### src/rtl/dma_ctrl.sv
// CPU-facing register block for the video/RAM DMA engine: holds the transfer
// registers, issues the start handshake and halts the CPU until the transfer ends.
module dma_ctrl #(
    parameter int unsigned ACK_TIMEOUT = 8
) (
    input  logic        clk,
    input  logic        rst_n,
    input  logic        rdy,
    input  logic        cs,
    input  logic        we,
    input  logic [2:0]  reg_sel,
    input  logic [7:0]  cpu_din,
    output logic [7:0]  cpu_dout,
    output logic [7:0]  ctrl,
    output logic [15:0] src_addr,
    output logic [15:0] dst_addr,
    output logic [7:0]  length,
    input  logic        dma_busy,
    output logic        cpu_rdy,
    output logic        dma_err
);

    localparam int unsigned CW = 4;

    typedef enum logic [1:0] {IDLE, REQ, RUN, FIN} state_t;

    state_t          state, state_nxt;
    logic [7:0]      src_lo, src_hi, dst_lo, dst_hi, len_q;
    logic [6:0]      ctrl_lo;
    logic            start_q, start_nxt;
    logic [CW-1:0]   cnt, cnt_nxt;
    logic            cpu_rdy_q, cpu_rdy_nxt;
    logic            err_q, err_nxt;
    logic            done_q, done_nxt;
    logic            wr_idle, rd_ctrl, go, busy;

    assign wr_idle = cs & we & rdy & (state == IDLE);
    assign rd_ctrl = cs & ~we & rdy & (reg_sel == 3'd5);
    assign go      = wr_idle & (reg_sel == 3'd5) & cpu_din[7];
    assign busy    = (state != IDLE);

    // State register
    always_ff @(posedge clk or negedge rst_n) begin
        if (!rst_n) begin
            state <= IDLE;
        end else if (rdy) begin
            state <= state_nxt;
        end
    end

    // Next-state and handshake/status next values
    always_comb begin
        state_nxt   = state;
        start_nxt   = start_q;
        cnt_nxt     = cnt;
        cpu_rdy_nxt = cpu_rdy_q;
        err_nxt     = err_q;
        done_nxt    = done_q;
        if (rd_ctrl) begin
            err_nxt  = 1'b0;
            done_nxt = 1'b0;
        end
        case (state)
            IDLE: begin
                if (go) begin
                    err_nxt     = 1'b0;
                    done_nxt    = 1'b0;
                    cpu_rdy_nxt = 1'b0;
                    cnt_nxt     = '0;
                    if (len_q == 8'h00) begin
                        state_nxt = FIN;
                    end else begin
                        state_nxt = REQ;
                        start_nxt = 1'b1;
                    end
                end
            end
            REQ: begin
                if (dma_busy) begin
                    start_nxt = 1'b0;
                    state_nxt = RUN;
                end else if (cnt == CW'(ACK_TIMEOUT - 1)) begin
                    start_nxt = 1'b0;
                    err_nxt   = 1'b1;
                    state_nxt = FIN;
                end else if (cnt != {CW{1'b1}}) begin
                    cnt_nxt = cnt + CW'(1);
                end
            end
            RUN: begin
                if (!dma_busy) begin
                    state_nxt = FIN;
                end
            end
            FIN: begin
                // done reports a successful completion; a timed-out start leaves only dma_err
                if (!err_q) begin
                    done_nxt = 1'b1;
                end
                cpu_rdy_nxt = 1'b1;
                state_nxt   = IDLE;
            end
            default: state_nxt = IDLE;
        endcase
    end

    // Handshake and status flops
    always_ff @(posedge clk or negedge rst_n) begin
        if (!rst_n) begin
            start_q   <= 1'b0;
            cnt       <= '0;
            cpu_rdy_q <= 1'b1;
            err_q     <= 1'b0;
            done_q    <= 1'b0;
        end else if (rdy) begin
            start_q   <= start_nxt;
            cnt       <= cnt_nxt;
            cpu_rdy_q <= cpu_rdy_nxt;
            err_q     <= err_nxt;
            done_q    <= done_nxt;
        end
    end

    // CPU-written registers, writable only while idle
    always_ff @(posedge clk or negedge rst_n) begin
        if (!rst_n) begin
            src_lo  <= 8'h00;
            src_hi  <= 8'h00;
            dst_lo  <= 8'h00;
            dst_hi  <= 8'h00;
            len_q   <= 8'h00;
            ctrl_lo <= 7'h00;
        end else if (wr_idle) begin
            case (reg_sel)
                3'd0:    src_lo  <= cpu_din;
                3'd1:    src_hi  <= cpu_din;
                3'd2:    dst_lo  <= cpu_din;
                3'd3:    dst_hi  <= cpu_din;
                3'd4:    len_q   <= cpu_din;
                3'd5:    ctrl_lo <= cpu_din[6:0];
                default: ;
            endcase
        end
    end

    // Read mux
    always_comb begin
        cpu_dout = 8'h00;
        case (reg_sel)
            3'd0:    cpu_dout = src_lo;
            3'd1:    cpu_dout = src_hi;
            3'd2:    cpu_dout = dst_lo;
            3'd3:    cpu_dout = dst_hi;
            3'd4:    cpu_dout = len_q;
            3'd5:    cpu_dout = {busy, ctrl_lo[6:2], err_q, done_q};
            default: cpu_dout = 8'h00;
        endcase
    end

    assign ctrl     = {start_q, ctrl_lo};
    assign src_addr = {src_hi, src_lo};
    assign dst_addr = {dst_hi, dst_lo};
    assign length   = len_q;
    assign cpu_rdy  = cpu_rdy_q;
    assign dma_err  = err_q;

endmodule

### config.mk
export PLATFORM = sky130hd
export DESIGN_NAME = dma_ctrl
export DESIGN_NICKNAME = d
export VERILOG_FILES = /design/src/rtl/dma_ctrl.sv
export SDC_FILE = /design/constraint.sdc
export NUM_CORES = 1
export LEC_CHECK = 0
export BUFFER_PORTS_ARGS = -buffer_cell sky130_fd_sc_hd__buf_2
export CORE_MARGIN = 4
export CORE_UTILIZATION = 54
export CTS_CLUSTER_DIAMETER = 100
export DETAILED_ROUTE_END_ITERATION = 7
export PLACE_DENSITY = 0.81
export SYNTH_ARGS = -nofsm -noshare
export SYNTH_HDL_FRONTEND = slang
export SYNTH_SLANG_ARGS = --single-unit
### constraint.sdc
create_clock -name clk -period 3.5 [get_ports clk]
set_input_delay 0.7 -clock clk [delete_from_list [all_inputs] [get_ports clk]]
set_output_delay 0.7 -clock clk [all_outputs]
set_load 0.01 [all_outputs]
Word-level counts from Yosys, hierarchy flattened
Cells that the tools add are included.
{"block": "classes", "n_addsub": 1, "eq_ne": 17, "n_mux": 28, "bitwise": 9, "n_reduce_logical": 16}
{"operator": "$pmux W8 S6", "count": 1}
{"operator": "$mux W4", "count": 4}
{"operator": "$mux W1", "count": 12}
{"operator": "$ne A2 B2 Y1 const B", "count": 6}
{"operator": "$reduce_and A2 Y1", "count": 6}
{"operator": "$mux W2", "count": 5}
{"operator": "$and A1 B1 Y1", "count": 8}
{"operator": "$logic_not A8 Y1", "count": 1}
{"operator": "$pmux W1 S2", "count": 4}
{"operator": "$pmux W2 S4", "count": 1}
{"operator": "$pmux W4 S2", "count": 1}
{"operator": "$eq A3 B2 Y1 const B", "count": 2}
{"operator": "$eq A3 B3 Y1 const B", "count": 2}
{"operator": "$reduce_and A6 Y1", "count": 1}
{"operator": "$reduce_bool A2 Y1", "count": 3}
{"operator": "$reduce_and A5 Y1", "count": 1}
{"operator": "$add A4 B1 Y4 const B", "count": 1}
{"operator": "$eq A2 B2 Y1 const B", "count": 2}
{"operator": "$eq A4 B3 Y1 const B", "count": 1}
{"operator": "$ne A4 B4 Y1 const B", "count": 1}
{"operator": "$reduce_and A4 Y1", "count": 1}
{"operator": "$eq A3 B1 Y1 const B", "count": 1}
{"operator": "$logic_not A3 Y1", "count": 1}
{"operator": "$ne A3 B3 Y1 const B", "count": 1}
{"operator": "4 further kinds", "count": 4}
{"block": "word_totals", "ff_bits": 57, "out_inout_bits": 58}

Logic depth before layout (Yosys ltp)
{"block": "depth", "word_depth": 8, "mapped_depth": 7}

Worst setup path after synthesis
No wires, ideal clock.
{"block": "synth_timing", "path_type": "input -> output", "start": "input reg_sel[2]", "end": "output cpu_dout[3]", "t_arrival_ps": 1729, "setup_slack_ps": 1071, "cell_stages": 5, "n_path_buf": 2, "path_cell_list": "buf_2 > buf_1 > mux2i_1 > o22ai_1 > o21a_1"}
{"block": "synth_between", "elab_chain_cells": 2, "elab_cells_between_ends": 7, "classes_between": "5 x eq/ne; 1 x mux; 1 x reduce/logical"}
{"item": "start, declared", "line": "11", "rtl": "input logic [2:0] reg_sel,"}
{"item": "$eq A3 B3 Y1 (tied with other cells)", "line": "149", "rtl": "case (reg_sel)"}
{"item": "$pmux W8 S6 (*)", "line": "149"}
{"item": "end, declared", "line": "13", "rtl": "output logic [7:0] cpu_dout,"}
Mark *: on every way between the ends. The rest lies on a longest branch, timed or not.

Final worst setup path
{"block": "layout_timing", "start": "input reg_sel[0]", "end": "output cpu_dout[4]"}
Same word-level chain as after synthesis.

==> metrics.txt <==
status=completed; GRT Residual Overflow=0; Yosys reg bits=57; Post-synth EDFFs=0; overall routing resource usage=a little under a quarter; largest cells by area after synthesis=dfrtp_1, mux2_2, mux2i_1, mux2_4, ha_1; pre-CTS WS=approximately 0.7 ns; RSZ-0062 raised after global routing=no; Via-to-Cell Ratio=5.77; Total Wirelength=slightly above 7000 um; Critical Path AT=around 2.1 ns; Slew HR=a little under half; drt pass-1 iters=4; H-tree depth=3; synthesized instance count=~240; maximum fanout along the worst path=22; YS warnings=0; P_leak=approximately 1.9 nW; total nets after synthesis=approximately 260; nature of the critical path endpoint=primary output; Final ANT Viol Nets=0; # fillers=roughly 400; Worst Path Required=between 2 and 3 ns; Initial Util=approximately 56%; routed length per instance=18.5 um; setup_tns=0 ns; Final min period=between 2 and 3 ns; Die H=81.1 um; Setup violations, final=0; Synth Area per Inst=between 10 and 15 sq um; Main synth FF type=dfrtp_1; first-pass GRT wire length=around 11000 um; startpoint types=input pin; Setup CP Type=in -> out; clock buffer depth=2; register area=between 1000 and 1500 sq um; PostCTS Resize Cnt=0; Synth area leader=dfrtp_1; Site Rows=26; clk_lat worst skew=0.34 ns; sequential-to-total area share from yosys stat=49.5%; Top Ports=75; Yosys top cell area share=between 40% and 50%; Placed Cells=between 300 and 400; TritonCTS clock tree=yes; die width=81.1 um; Multi-input gate area=approximately 1400 sq um; PortBufs=74; setup bufs post-CTS=0; Core Region=5140 sq um; Num CTS Buffers=9; asr flop ratio synth=100%; P per Cell Area=approximately 660 nW/um^2; via count=roughly 2200; slew at the pin with the worst max-slew slack=0.795 ns; clk sinks=57; fin crit share=~80%; final worst setup slack=~0.71 ns; Max VDD drop=0.511 mV; Clock transition at path regs=roughly 0.070 ns; largest net degree at the start of global routing=36; Area growth, synth to finish=22.5%; hold slack=~0.44 ns; CTS Hold Bufs=0; antenna diode count=0; synthesized area=between 2000 and 3000 sq um; Placer Congestion=approximately 0.9; Starting DRT DRC Count=120; root buf cell=clkbuf_8; die area=roughly 6600 sq um; initial antenna violation count=0; unique cell type count in the Yosys netlist=between 40 and 50; max-slew violations=0; dpl hpwl=about 5000 um; Post-Layout Cell Count=just under 400; fin nets=about 340; highest clock rate=roughly 0.36 GHz; Hold WC Path Type=in -> async; share of layout cells above drive strength 1=46.7%; drc violations=0; number of global-route vias before repair=~2300; Fin. Hold Viols=0; max-cap violation count=0; Final Skew=0.00728 ns
[through the flow]
| stage | area (sq um) | power [mW] | util, % |
|---|---|---|---|
| detailed placement | 3310 | 1.63 | 64.4 |
| global placement | 3310 | 1.60 | 64.4 |
| CTS | 3540 | 2.34 | 68.8 |
| global route | 3540 | 2.46 | 68.8 |
| floorplan | 2890 | 1.36 | - |
| finish | 3540 | 2.33 | 68.8 |
[worst max-delay path, cell delays in order]
cell and delay [ns]:
buf_2 0.42, mux4_2 0.57, mux2_2 0.26, buf_2 0.14
[path summary, 6_finish.rpt]
path / start / to / slack [ns] / cells after the start
max: reg_sel[0] / cpu_dout[4] / 0.71 / 4
min: rst_n / state[0]$_DFFE_PN0P_ / 0.44 / 1
max reg2reg: state[1]$_DFFE_PN0P_ / length[1]$_DFFE_PN0P_ / 1.12 / 5
min reg2reg: ctrl_lo[1]$_DFFE_PN0N_ / ctrl_lo[1]$_DFFE_PN0N_ / 0.50 / 1
max in group asynchronous: rst_n / cpu_rdy$_DFFE_PN1P_ / 2.20 / 2
min in group clk: ctrl_lo[1]$_DFFE_PN0N_ / ctrl_lo[1]$_DFFE_PN0N_ / 0.50 / 1
[cell type report]
| class | instances | share of cell area (%) |
|---|---|---|
| multi-input combinational | 157 | 38.5 |
| sequential | 57 | 40.4 |
| timing repair buffer | 77 | 11.1 |
| tap | 70 | 2.48 |
| inverter | 10 | 1.06 |
| clock buffer | 11 | 4.28 |
| clock inverter | 5 | 2.19 |
[power breakdown]
part / internal (mW) / switching, mW / total [mW]
clock: 0.437 / 0.267 / 0.704
combinational: 0.332 / 0.356 / 0.688
sequential: 0.810 / 0.128 / 0.938
total: 1.58 / 0.751 / 2.33
[flip-flops by register name, summed over array words and instances, names as in the netlist]
name     cells
dma_err      1
dst_lo       8
state        2
cpu_rdy      1
src_lo       8
dst_hi       8
cnt          4
start_q      1
length       8
src_hi       8
done_q       1
ctrl_lo      7
[placed cells by master, fill, tap and decap left out, types with 2 or more instances in the layout]
cell,instances
a221o_1,3
nand2b_1,2
nor2_1,13
mux2i_1,12
nand3_1,5
a21o_1,2
a22oi_1,2
clkbuf_8,11
a21oi_1,4
or3_1,3
o221ai_1,3
or4_1,2
inv_1,10
ha_1,6
mux2_2,42
nand2_1,11
nor3_1,3
a2bb2oi_1,2
and3_1,2
mux2_4,7
buf_2,74
o21ai_0,8
o22ai_1,6
dfrtp_1,56
a31oi_1,2
mux4_2,3
buf_4,3
bufinv_16,2
clkinv_2,2
[synth_stat cells, drive strengths merged (4+ instances only)]
library cell  instances
o21ai                 8
mux2                 49
nand2                11
dfrtp                56
o22ai                 6
nand3                 5
ha                    6
mux2i                12
nor2                 13
a21oi                 4
inv                  10
buf                   9
[routing by layer]
| metal | vias to the layer above | global-route usage [%] | share of wire [%] |
|---|---|---|---|
| met2 | 83 | 36.4 | 49 |
| met4 | 0 | 11.8 | 2.2 |
| met3 | 16 | 6.65 | 6.1 |
| met5 | - | 0 | 0 |
| met1 | 1096 | 31.0 | 43 |
| li1 | 1037 | - | - |
[cells by family (layout without fill, tap and decap cells)]
group                    after synthesis  count (layout)  share of synthesized area [%]
buffers and inverters                 21             103                           3.34
AND/OR/NAND/NOR                       49              49                           8.97
AO/OA/AOI/OAI                         38              38                           9.10
flip-flops                            57              57                           49.5
multiplexers                          64              64                           26.5
adder cells (fa/ha/maj)                6               6                           2.60
Power figures use the tool's default switching activity.
